`src/rtl/sram_bist_pkg.sv`:
```
// Shared types and constants for the SRAM built-in self-test master.
// Optional watchdog: define SRAM_BIST_TIMEOUT_EN.
package sram_bist_pkg;

   localparam int DATA_W = 16;

   typedef enum logic [2:0] {
      IDLE,
      WR_REQ,
      WR_WAIT,
      RD_REQ,
      RD_WAIT,
      CHECK,
      DONE
   } state_t;

   localparam logic [15:0] LFSR_ZERO_SUB = 16'hACE1;
   localparam logic [9:0]  TIMEOUT_LIM   = 10'd1023;
   localparam logic        RW_READ       = 1'b1;
   localparam logic        RW_WRITE      = 1'b0;

   function automatic logic [15:0] lfsr_next(input logic [15:0] v);
      return {v[14:0], v[15] ^ v[13] ^ v[12] ^ v[10]};
   endfunction

endpackage

```
`src/rtl/sram_bist_if.sv`:
```
// Bridge-style SRAM bus: request side driven by the BIST master.
// Optional watchdog in the master: SRAM_BIST_TIMEOUT_EN.
interface sram_bist_if #(
   parameter int ADDR_W = 19
);
   logic [ADDR_W-1:0] address;
   logic              bus_enable;
   logic [1:0]        byte_enable;
   logic              rw;
   logic [15:0]       write_data;
   logic              acknowledge;
   logic [15:0]       read_data;

   modport master (
      output address, bus_enable, byte_enable, rw, write_data,
      input  acknowledge, read_data
   );

   modport slave (
      input  address, bus_enable, byte_enable, rw, write_data,
      output acknowledge, read_data
   );
endinterface

```
`src/rtl/sram_bist_lfsr.sv`:
```
// 16-bit Fibonacci LFSR pattern source with zero-seed substitution.
// Used by sram_bist_master (macro SRAM_BIST_TIMEOUT_EN does not apply here).
module sram_bist_lfsr
   import sram_bist_pkg::*;
(
   input  logic        clk,
   input  logic        rst_n,
   input  logic        load,
   input  logic        step,
   input  logic [15:0] seed,
   output logic [15:0] value
);

   always_ff @(posedge clk or negedge rst_n) begin
      if (!rst_n) begin
         value <= LFSR_ZERO_SUB;
      end else if (load) begin
         value <= (seed == '0) ? LFSR_ZERO_SUB : seed;
      end else if (step) begin
         value <= lfsr_next(value);
      end
   end

endmodule

```
`src/rtl/sram_bist_master.sv`:
```
// SRAM self-test bus master: LFSR fill, read-back and compare.
// Define SRAM_BIST_TIMEOUT_EN to add a 10-bit acknowledge watchdog.
module sram_bist_master
   import sram_bist_pkg::*;
#(
   parameter int ADDR_W = 19
) (
   input  logic        clk_clk,
   input  logic        reset_reset_n,
   input  logic        start,
   input  logic [17:0] base_addr,
   input  logic [17:0] word_count,
   input  logic [15:0] seed,
   output logic        busy,
   output logic        done,
   output logic        pass,
   output logic [15:0] error_count,
   output logic [17:0] first_fail_addr,
   sram_bist_if.master bus
);

   state_t            state, nxt;
   logic [17:0]       base_q, cnt_q, idx_q, waddr;
   logic [15:0]       seed_q, rd_q, lfsr, lfsr_seed;
   logic              lfsr_ld, lfsr_step;
   logic              start_ok, last, ack, wait_st, to;

   assign start_ok = start && (state == IDLE || state == DONE);
   assign waddr    = base_q + idx_q;
   assign last     = (idx_q == cnt_q - 18'd1);
   assign ack      = bus.acknowledge;
   assign wait_st  = (state == WR_WAIT) || (state == RD_WAIT);

   assign busy = !(state == IDLE || state == DONE);
   assign done = (state == DONE);
   assign pass = done && (error_count == '0);

`ifdef SRAM_BIST_TIMEOUT_EN
   logic [9:0] wd_q;

   always_ff @(posedge clk_clk or negedge reset_reset_n) begin
      if (!reset_reset_n) begin
         wd_q <= '0;
      end else if (!wait_st) begin
         wd_q <= '0;
      end else if (!ack) begin
         wd_q <= wd_q + 10'd1;
      end
   end

   assign to = wait_st && !ack && (wd_q == TIMEOUT_LIM);
`else
   assign to = 1'b0;
`endif

   sram_bist_lfsr u_lfsr (
      .clk   (clk_clk),
      .rst_n (reset_reset_n),
      .load  (lfsr_ld),
      .step  (lfsr_step),
      .seed  (lfsr_seed),
      .value (lfsr)
   );

   always_ff @(posedge clk_clk or negedge reset_reset_n) begin
      if (!reset_reset_n) begin
         state <= IDLE;
      end else begin
         state <= nxt;
      end
   end

   always_comb begin
      nxt       = state;
      lfsr_ld   = 1'b0;
      lfsr_step = 1'b0;
      lfsr_seed = seed_q;
      unique case (state)
         IDLE, DONE: begin
            if (start) begin
               lfsr_ld   = 1'b1;
               lfsr_seed = seed;
               nxt       = (word_count == '0) ? DONE : WR_REQ;
            end
         end
         WR_REQ: nxt = WR_WAIT;
         WR_WAIT: begin
            if (ack) begin
               lfsr_step = 1'b1;
               lfsr_ld   = last;
               nxt       = last ? RD_REQ : WR_REQ;
            end else if (to) begin
               nxt = DONE;
            end
         end
         RD_REQ: nxt = RD_WAIT;
         RD_WAIT: begin
            if (ack) begin
               nxt = CHECK;
            end else if (to) begin
               nxt = DONE;
            end
         end
         CHECK: begin
            lfsr_step = 1'b1;
            nxt       = last ? DONE : RD_REQ;
         end
         default: nxt = IDLE;
      endcase
   end

   always_ff @(posedge clk_clk or negedge reset_reset_n) begin
      if (!reset_reset_n) begin
         base_q          <= '0;
         cnt_q           <= '0;
         idx_q           <= '0;
         seed_q          <= '0;
         rd_q            <= '0;
         error_count     <= '0;
         first_fail_addr <= '0;
         bus.bus_enable  <= 1'b0;
         bus.byte_enable <= 2'b00;
         bus.address     <= '0;
         bus.rw          <= 1'b0;
         bus.write_data  <= '0;
      end else begin
         if (start_ok) begin
            base_q          <= base_addr;
            cnt_q           <= word_count;
            seed_q          <= seed;
            idx_q           <= '0;
            error_count     <= '0;
            first_fail_addr <= '0;
         end
         if (state == WR_REQ || state == RD_REQ) begin
            bus.bus_enable  <= 1'b1;
            bus.byte_enable <= 2'b11;
            bus.address     <= ADDR_W'({waddr, 1'b0});
            bus.rw          <= (state == RD_REQ) ? RW_READ : RW_WRITE;
         end
         if (state == WR_REQ) begin
            bus.write_data <= lfsr;
         end
         if (wait_st && (ack || to)) begin
            bus.bus_enable <= 1'b0;
         end
         if (state == WR_WAIT && ack) begin
            idx_q <= last ? '0 : idx_q + 18'd1;
         end
         if (state == RD_WAIT && ack) begin
            rd_q <= bus.read_data;
         end
         if (state == CHECK) begin
            idx_q <= idx_q + 18'd1;
            if (rd_q != lfsr) begin
               if (error_count != 16'hFFFF) error_count <= error_count + 16'd1;
               if (error_count == '0) first_fail_addr <= waddr;
            end
         end
         // A stalled request reports as a saturated failure at its address
         if (to) begin
            error_count     <= 16'hFFFF;
            first_fail_addr <= waddr;
         end
      end
   end

endmodule

```
`src/flat_wrapper.sv`:
```
// flat-port wrapper written by rule: the top's interface ports become plain ports
module sram_bist_master_flat import sram_bist_pkg::*;
#(
   parameter int ADDR_W = 19
)
  (clk_clk, reset_reset_n, start, base_addr, word_count, seed, busy, done, pass, error_count, first_fail_addr, bus_address, bus_bus_enable, bus_byte_enable, bus_rw, bus_write_data, bus_acknowledge, bus_read_data);
  sram_bist_if #(.ADDR_W(ADDR_W)) bus_i ();
  input  logic clk_clk;
  input  logic reset_reset_n;
  input  logic start;
  input  logic [17:0] base_addr;
  input  logic [17:0] word_count;
  input  logic [15:0] seed;
  output logic busy;
  output logic done;
  output logic pass;
  output logic [15:0] error_count;
  output logic [17:0] first_fail_addr;
  output wire logic [$bits(bus_i.address)-1:0] bus_address;
  output wire logic [$bits(bus_i.bus_enable)-1:0] bus_bus_enable;
  output wire logic [$bits(bus_i.byte_enable)-1:0] bus_byte_enable;
  output wire logic [$bits(bus_i.rw)-1:0] bus_rw;
  output wire logic [$bits(bus_i.write_data)-1:0] bus_write_data;
  input wire logic [$bits(bus_i.acknowledge)-1:0] bus_acknowledge;
  input wire logic [$bits(bus_i.read_data)-1:0] bus_read_data;
  assign bus_address = bus_i.address;
  assign bus_bus_enable = bus_i.bus_enable;
  assign bus_byte_enable = bus_i.byte_enable;
  assign bus_rw = bus_i.rw;
  assign bus_write_data = bus_i.write_data;
  assign bus_i.acknowledge = bus_acknowledge;
  assign bus_i.read_data = bus_read_data;
  sram_bist_master #(.ADDR_W(ADDR_W)) u_core (.clk_clk(clk_clk), .reset_reset_n(reset_reset_n), .start(start), .base_addr(base_addr), .word_count(word_count), .seed(seed), .busy(busy), .done(done), .pass(pass), .error_count(error_count), .first_fail_addr(first_fail_addr), .bus(bus_i));
endmodule
```
`config.mk`:
```
export PLATFORM = sky130hd
export DESIGN_NAME = sram_bist_master_flat
export DESIGN_NICKNAME = d
export VERILOG_FILES = /design/src/rtl/sram_bist_pkg.sv /design/src/rtl/sram_bist_if.sv /design/src/rtl/sram_bist_lfsr.sv /design/src/rtl/sram_bist_master.sv /design/src/flat_wrapper.sv
export SDC_FILE = /design/constraint.sdc
export NUM_CORES = 1
export LEC_CHECK = 0
export ABC_CLOCK_PERIOD_IN_PS = 3170
export BUFFER_PORTS_ARGS = -buffer_cell sky130_fd_sc_hd__buf_4
export CAP_MARGIN = 10
export CORE_UTILIZATION = 24
export DETAILED_ROUTE_END_ITERATION = 8
export PLACE_DENSITY = 0.41
export SYNTH_ARGS = -nofsm -noshare
export SYNTH_HDL_FRONTEND = slang
export SYNTH_SLANG_ARGS = --single-unit
```
`constraint.sdc`:
```
create_clock -name clk_clk -period 3.17 [get_ports clk_clk]
set_clock_uncertainty 0.05 [all_clocks]
set_input_delay 0.4755 -clock clk_clk [delete_from_list [all_inputs] [get_ports clk_clk]]
set_output_delay 0.4755 -clock clk_clk [all_outputs]
set_load 0.05 [all_outputs]
```
# == Word-level counts from Yosys, hierarchy flattened ==
# Cells that the tools add are included.
# op_classes
addsub,4
eq_ne,12
mux,32
bitwise,3
reduce_logical,18
# ops
operator,n
$mux 16,9
$mux 18,8
$logic_not 16->1,2
$add 18x1->18 const B,1
$add 18x18->18,1
$eq 18x18->1,1
$logic_not 18->1,1
$pmux 3 s6,1
$sub 18x1->18 const B,1
$add 16x1->16 const B,1
$ne 16x16->1,1
$ne 16x16->1 const B,1
$mux 3,5
$eq 3x3->1 const B,3
$eq 3x2->1 const B,2
$mux 1,6
$ne 2x2->1 const B,3
$logic_and 1x1->1,5
$pmux 1 s2,2
$reduce_bool 2->1,2
$eq 3x1->1 const B,1
$logic_not 3->1,1
$logic_or 1x1->1,3
$reduce_and 3->1,1
other kinds (5),7
# totals
reg_bits,176
in_bits,72
elab_cells,83

# == Longest topological paths before layout ==
# Gate-level depths: netlist (run 1).
# logic_depth
ltp_word,7
mapped_depth,13
mapped_depth_nobuf,11

# == By module ==
# Synthesis (run 1) repeated with hierarchy kept, for this count alone.
# unflattened
hier_cells,980
hier_area_um2,9323.9
# by_module_without_submodules
mod,n_inst,cells_per_inst,area_per_inst_um2,seq_area_each_um2
sram_bist_master,1,909,8476.9,4003.8
sram_bist_lfsr,1,71,847.1,410.4

# == Worst setup path before layout (run 1) ==
# OpenSTA, ideal clock, no wires.
# synth_path
path_kind,reg2reg
start,register u_core.cnt_q[2]
end,register u_core.idx_q[15]
setup_time_ps,119
t_arrival_ps,2754
required_ps,3001
setup_slack_ps,247
path_stages_with_launch,13
path_buffers,4
period_less_slack_ps,2923
cell_sequence,dfrtp_1 -> buf_6 -> or4_4 -> buf_6 -> or3_4 -> a2111oi_4 -> nor3b_1 -> and3_1 -> nand4_1 -> buf_4 -> nand2_4 -> buf_8 -> nor2_2
# synth_via
elab_chain_len,5
# synth_lines
item,line,source
start: declaration,sram_bist_master.sv:23,"logic [17:0] base_q, cnt_q, idx_q, waddr;"
start signal: assignment,sram_bist_master.sv:129,cnt_q <= word_count;
$sub 18x1->18,sram_bist_master.sv:30,assign last = (idx_q == cnt_q - 18'd1);
$eq 18x18->1,sram_bist_master.sv:30,
$mux 18,sram_bist_master.sv:148,idx_q <= last ? '0 : idx_q + 18'd1;
$mux 18,sram_bist_master.sv:147,if (state == WR_WAIT && ack) begin
$mux 18,sram_bist_master.sv:153,if (state == CHECK) begin
end signal: assignment,sram_bist_master.sv:148,
end signal: assignment,sram_bist_master.sv:154,idx_q <= idx_q + 18'd1;
end: declaration,sram_bist_master.sv:23,
# No other way between the ends.
# A chain may end at the register's enable or synchronous reset.

# == Worst setup path in the final report (run 1) ==
# layout_path
start,register u_core.cnt_q[4]
end,register u_core.u_lfsr.value[2]
# layout_via
elab_chain_len,5
word_cells_on_any_way,6
classes_between,1 x add/sub; 1 x eq/ne; 3 x mux; 1 x reduce/logical
# layout_lines
item,line,source
$sub 18x1->18 (*),sram_bist_master.sv:30,
$eq 18x18->1 (*),sram_bist_master.sv:30,
$mux 1 (*),sram_bist_master.sv:88,if (ack) begin
$pmux 1 s2 (*),sram_bist_master.sv:78,unique case (state)
$mux 16 / $reduce_bool 2->1 (equally long branches),n/a,
end signal: assignment,sram_bist_lfsr.sv:18,value <= (seed == '0) ? LFSR_ZERO_SUB : seed;
end signal: assignment,sram_bist_lfsr.sv:20,value <= lfsr_next(value);
end: declaration,sram_bist_lfsr.sv:11,output logic [15:0] value
# Mark *: on every way between the ends. The rest lies on a longest branch, timed or not.

==> reports/qor.yml, run 1 <==
status:
  status: "completed"
route:
  route.detailed.wl_per_inst_um: 16.6
  dr.pass1.iters: 4
  top_layer: "met4"
  wirelength_mm: 27.6
  wl_met3_mm: 1.11
  ant_nets: 0
  met1_length_mm: 13.3
  vias: 7547
  wl_met2_mm: 12.8
  drt_iter0_drc: 493
  drc: 0
  vias_per_cell: 4.53
synth:
  avgSynthCellArea_sq_um: 9.31
  yosysTopAreaCellShare: 0.454
  yosysMostFrequentCell: "nand2_1"
  synth_area_leaders: "dfrtp_1 (45%), nand2_1 (8.9%), xnor2_1 (4.6%), mux2_2 (4.0%), o21ai_0 (3.6%)"
  synthesis.area_sq_um: 9250
  synth_common_cells: "nand2_1 (219), dfrtp_1 (168), o21ai_0 (66)"
  ys_seq_area_frac: 0.477
  syn_inst: 994
  yosysTopAreaCell: "dfrtp_1"
  synth_edf_count: 0
  ys_warn_count: 0
  ys_ff_latch: 176
  synth_cell_types: 67
  syn-num-nets: 1088
  synth-async-reset-ratio: 1.00
  synthFlopType: "dfrtp_1"
setup_path:
  worst-path-max-fanout: 9
  worstPathRequired_ns: 3.45
  startpoint_type: "register"
  cp_top_family: "simple AND/OR/NAND/NOR gates"
  endpoint_kind: "register"
  cpPeakStageDelay_ns: 0.41
  timing.critical_path.buf_inv: 2
  slowest_stage: "dfrtp_1"
  path_class: "register to register"
  crit_chain: "buf_4 -> or3_1 -> or3_4 -> a2111oi_4 -> nor3b_2 -> and3_4 -> nand4_1 -> buf_12 -> mux2i_1 -> o21ai_1"
  arrival_ns: 3.24
layout:
  antenna_cells: 0
  multi_input_area_sq_um: 4560
  areaGrowthSynthToFinish_pct: 26.8
  final_core_util: 0.311
  fillers: 3984
  drive_above_1_share: 0.243
  final_nets: 1235
  seq_area_sq_um: 4410
pwr:
  p_per_area_nw_per_um2: 1010
  ir_worst_vdd_mv: 0.554
  p_leak_nw: 5.34
die:
  rows: 71
  start_util: 0.245
  die_x_um: 198
  die-height_um: 198
  ios: 148
  coreArea_sq_um: 37800
  die-area_sq_um: 39300
grt:
  grt_pass1_vias: 7739
  grt.overflow.total: 0
  grt_pass1_wl_mm: 44.2
  grt_max_degree: 81
  track_usage: 0.148
  antenna_found_initial: 1
cts:
  cts_tree: "done"
  cts.path.max_buffers: 2
  cts-buffers-inserted: 17
  cts_sinks: 176
  ctsRootBufferMaster: "clkbuf_16"
  clkLatencyLatePin_ns: 0.45
  cts.clk_slew.worst_paths_ns: 0.08
  htreeDepth: 4
timing:
  tightestPinTransition_ns: 0.840
  fin_hold_ws_ns: 0.167
  hold_viol_final: 0
  setup_viol: 0
  slew_viol_final: 0
  fmax_ghz: 0.338
  post-route-period-util: 0.934
  rsz0062_at_grt: "no"
  timing.slew.headroom: 0.440
  tns_ns: 0
  period_minus_slack_ns: 2.96
run:
  max_cap_viol_count: 0
placed_design:
  dpl.hpwl_mm: 19.8
  io_buffers: 146
  gp_congestion: 0.827
min_path:
  hold_class: "input port to register"
-- final timing paths --
check                                       from                          to  slack [ns]  depth (start not counted)
worst max-delay path             u_core.cnt_q[4]      u_core.u_lfsr.value[2]        0.21                         10
worst min register to register  u_core.base_q[0]            u_core.base_q[0]        0.43                          2
max in group asynchronous          reset_reset_n  u_core.first_fail_addr[15]        1.68                          3
worst min-delay path                base_addr[4]            u_core.base_q[4]        0.17                          3
min in group asynchronous          reset_reset_n       u_core.error_count[5]        0.51                          2
worst max register to register   u_core.cnt_q[4]      u_core.u_lfsr.value[2]        0.21                         10
-- layout by cell type (no fill, tap or decap), types with 9 or more instances in the layout --
master | Yosys | final
o21ai_1 | 8 | 9
mux2i_1 | 12 | 12
inv_1 | 32 | 32
nor2_2 | 10 | 10
o21ai_0 | 66 | 65
xor2_1 | 26 | 26
a21oi_1 | 26 | 26
nor4_1 | 21 | 21
xnor2_1 | 49 | 49
dfrtp_1 | 168 | 168
ha_1 | 21 | 21
nand3_1 | 39 | 37
clkbuf_16 | 0 | 17
nor2_1 | 37 | 37
buf_4 | 3 | 170
nand4_1 | 21 | 21
nor3_1 | 22 | 20
nand2b_1 | 11 | 11
mux2_2 | 33 | 33
o31ai_1 | 14 | 13
nand2_1 | 219 | 219
-- worst reg2reg max path: stages (launching register included) --
cell	delay, ns
dfrtp_1	0.41
buf_4	0.17
or3_1	0.40
or3_4	0.41
a2111oi_4	0.37
nor3b_2	0.22
and3_4	0.21
nand4_1	0.16
buf_12	0.21
mux2i_1	0.16
o21ai_1	0.08
-- metrics by stage --
step                      instance area [sq um]  total power, mW  setup WS (ns)  cells
after floorplan                            9250             7.84          0.247    994
after detailed placement                  11000             9.66         0.0633   1632
final                                     11700             11.9          0.208   1665
after global routing                      11700             12.8         0.0228   1665
after global placement                    11000             9.66          0.164   1632
after CTS                                 11700             12.0         0.0442   1664
-- report_power, final --
group	leakage, nW	internal, mW	total, mW	switching (mW)
clock network	0.307	1.28	2.28	1.01
logic	2.81	2.09	5.63	3.54
registers	2.22	3.18	3.96	0.785
-- layout make-up --
cell class,instances,share of cell area
Sequential cell,176,0.376
Inverter,32,0.0102
Tap cell,511,0.0545
Timing Repair Buffer,176,0.118
Clock inverter,14,0.0151
Clock buffer,18,0.0374
Multi-Input combinational cell,738,0.389
-- flip-flops by register name, summed over array words and instances, names as in the netlist --
register,cells
u_core.idx_q,18
u_core.error_count,16
u_core.seed_q,16
u_core.bus.rw,1
u_core.bus.address,18
u_core.state,3
u_core.cnt_q,18
u_core.u_lfsr.value,16
u_core.bus.bus_enable,1
u_core.bus.write_data,16
u_core.rd_q,16
u_core.bus.byte_enable,1
u_core.base_q,18
u_core.first_fail_addr,18
-- metal layers --
metal / track usage / up-vias
met5: 0 / -
met4: 0.0485 / 0
met3: 0.0305 / 22
met2: 0.234 / 139
met1: 0.199 / 3639
li1: - / 3747
-- timing repair --
item,in CTS,in global routing
hold buffers,0,1
endpoints found under the hold margin,0,1
gates resized for setup,0,12
endpoints found under the setup margin,0,35
setup buffers,0,0
-- cell families after synthesis --
family,share of synthesized area
muxes,0.0532
adders and majority gates,0.0306
AOI/OAI and AO/OA,0.108
other,0.000405
buffers and inverters,0.0367
DFF,0.477
and+or+nand+nor,0.223
xor gates and xnor gates,0.0710
Note: power is estimated with default switching activity, not from simulation.
==> run 2: changes to the inputs <==
Settings changed: ABC_AREA set to 1.
==> run 2 against run 1 <==
  * Routed wire length rose by 6.6%
  * Final area is 3.0% higher
  * Maximum frequency up 1.3%
  * Cell count rose by 15%
  * Global-route usage shrank 0.18 points
  * Synthesized cell count up 24%
  * Critical path type is now register to output pin
  * Highest routed layer unchanged
==> reports/qor.yml, run 2 <==
cts:
  cts_sinks: 176
  post-cts-setup-buffers: 0
  clkLatencyLatePin_ns: 0.45
  cts_tree: "done"
  cts_resized: 0
  htreeDepth: 4
  cts.clk_slew.worst_paths_ns: 0.08
  cts.path.max_buffers: 2
  ctsRootBufferMaster: "clkbuf_16"
  cts_hold_buf: 1
  cts-buffers-inserted: 17
synth:
  yosysMostFrequentCell: "nand2_1"
  synthesis.area_sq_um: 9820
  synth_area_leaders: "dfrtp_1 (43%), nand2_1 (14%), nand3_1 (4.9%), inv_1 (4.6%), mux2_2 (3.8%)"
  yosysTopAreaCell: "dfrtp_1"
  synth_cell_types: 46
  synthFlopType: "dfrtp_1"
  syn-num-nets: 1329
  ys_ff_latch: 176
  synth_common_cells: "nand2_1 (377), dfrtp_1 (168), inv_1 (120)"
  avgSynthCellArea_sq_um: 7.95
  synth-async-reset-ratio: 1.00
  syn_inst: 1235
  yosysTopAreaCellShare: 0.428
  ys_warn_count: 0
  ys_seq_area_frac: 0.450
  synth_edf_count: 0
timing:
  tightestPinTransition_ns: 0.859
  fin_hold_ws_ns: 0.208
  fmax_ghz: 0.342
  rsz0062_at_grt: "no"
  slew_viol_final: 0
  timing.slew.headroom: 0.426
  tns_ns: 0
  period_minus_slack_ns: 2.92
  hold_viol_final: 0
  post-route-period-util: 0.922
  setup_viol: 0
route:
  vias: 8368
  wirelength_mm: 29.4
  ant_nets: 0
  dr.pass1.iters: 4
  drt_iter0_drc: 358
  vias_per_cell: 4.37
  route.detailed.wl_per_inst_um: 15.4
  drc: 0
grt:
  use_met2: 0.235
  grt_pass1_wl_mm: 47.1
  track_usage: 0.146
  grt_pass1_vias: 8336
  grt.overflow.total: 0
  antenna_found_initial: 0
  grt_use_met3: 0.0265
  grt_max_degree: 62
  use_met1: 0.201
  top_usage_layer: "met2"
die:
  die-height_um: 204
  start_util: 0.245
  die_x_um: 204
  coreArea_sq_um: 40000
  die-area_sq_um: 41700
  ios: 148
  rows: 73
setup_path:
  startpoint_type: "register"
  path_class: "register to output pin"
  cp_top_family: "simple AND/OR/NAND/NOR gates"
  crit_chain: "inv_1 -> ha_1 -> nand4_1 -> nor4_1 -> and2_1 -> buf_4"
  worstPathRequired_ns: 2.64
  worst-path-max-fanout: 7
  cpPeakStageDelay_ns: 0.65
  endpoint_kind: "output pin"
  slowest_stage: "nor4_1"
  timing.critical_path.buf_inv: 2
  arrival_ns: 2.40
run:
  max_cap_viol_count: 0
placed_design:
  dpl.hpwl_mm: 22.5
  gp_congestion: 0.862
  dp.cells: 1883
  io_buffers: 146
layout:
  fin_cells: 1916
  drive_above_1_share: 0.204
  areaGrowthSynthToFinish_pct: 23.1
  final_cell_mix: "nand2_1 (377), dfrtp_1 (168), buf_4 (160)"
  final_core_util: 0.302
  final_nets: 1472
  final_common_cell: "nand2_1"
  antenna_cells: 0
pwr:
  ir_worst_vdd_mv: 0.508
  p_leak_nw: 5.97
  p_total_mw: 11.8
  p_per_area_nw_per_um2: 973
min_path:
  hold_class: "input port to register"
status:
  status: "completed"
run 2: final cells by class:
cell class | count | area, sq um
sequential | 176 | 4410
inverter | 124 | 465
tap | 525 | 657
clock inverter | 15 | 128
clock buffer | 17 | 425
timing repair buffer | 164 | 1260
fill | 4347 | 27900
multi-input combinational | 895 | 4730
run 2: final timing paths:
kind | startpoint | to | slack [ns] | cells past startpoint
max | u_core.error_count[0] | pass | 0.25 | 6
min | bus_read_data[1] | u_core.rd_q[1] | 0.21 | 2
max reg2reg | u_core.cnt_q[0] | u_core.idx_q[5] | 0.50 | 12
min reg2reg | u_core.bus.address[3] | u_core.bus.address[3] | 0.42 | 2
max in group asynchronous | reset_reset_n | u_core.cnt_q[15] | 1.82 | 3
min in group asynchronous | reset_reset_n | u_core.first_fail_addr[3] | 0.55 | 2
run 2: cells by family (layout without fill, tap and decap cells):
logic type | after synthesis | after routing | share of synthesized area
adders and majority gates | 22 | 22 | 0.0288
other | 1 | 1 | 0.000382
xor gates and xnor gates | 57 | 57 | 0.0508
AOI/OAI and AO/OA | 132 | 132 | 0.0720
buffers and inverters | 164 | 320 | 0.0693
and+or+nand+nor | 650 | 650 | 0.291
muxes | 33 | 33 | 0.0378
DFF | 176 | 176 | 0.450
run 2: metrics by stage:
| step | cell area, sq um | setup WS [ns] |
|---|---|---|
| final | 12100 | 0.247 |
| after global routing | 12100 | 0.114 |
| after CTS | 12100 | 0.217 |
| after detailed placement | 11500 | 0.484 |
| after global placement | 11500 | 0.496 |
| after floorplan | 9820 | 0.848 |
run 2: power breakdown:
group | total (mW) | internal (mW) | switching, mW
Combinational | 5.84 | 1.96 | 3.88
Sequential | 3.84 | 3.14 | 0.692
Clock | 2.07 | 1.03 | 1.04
run 2: layer usage:
layer	wire length, um	vias up
li1	-	4274
met3	1040	10
met2	13800	143
met4	217	0
met1	14400	3941
met5	0	-
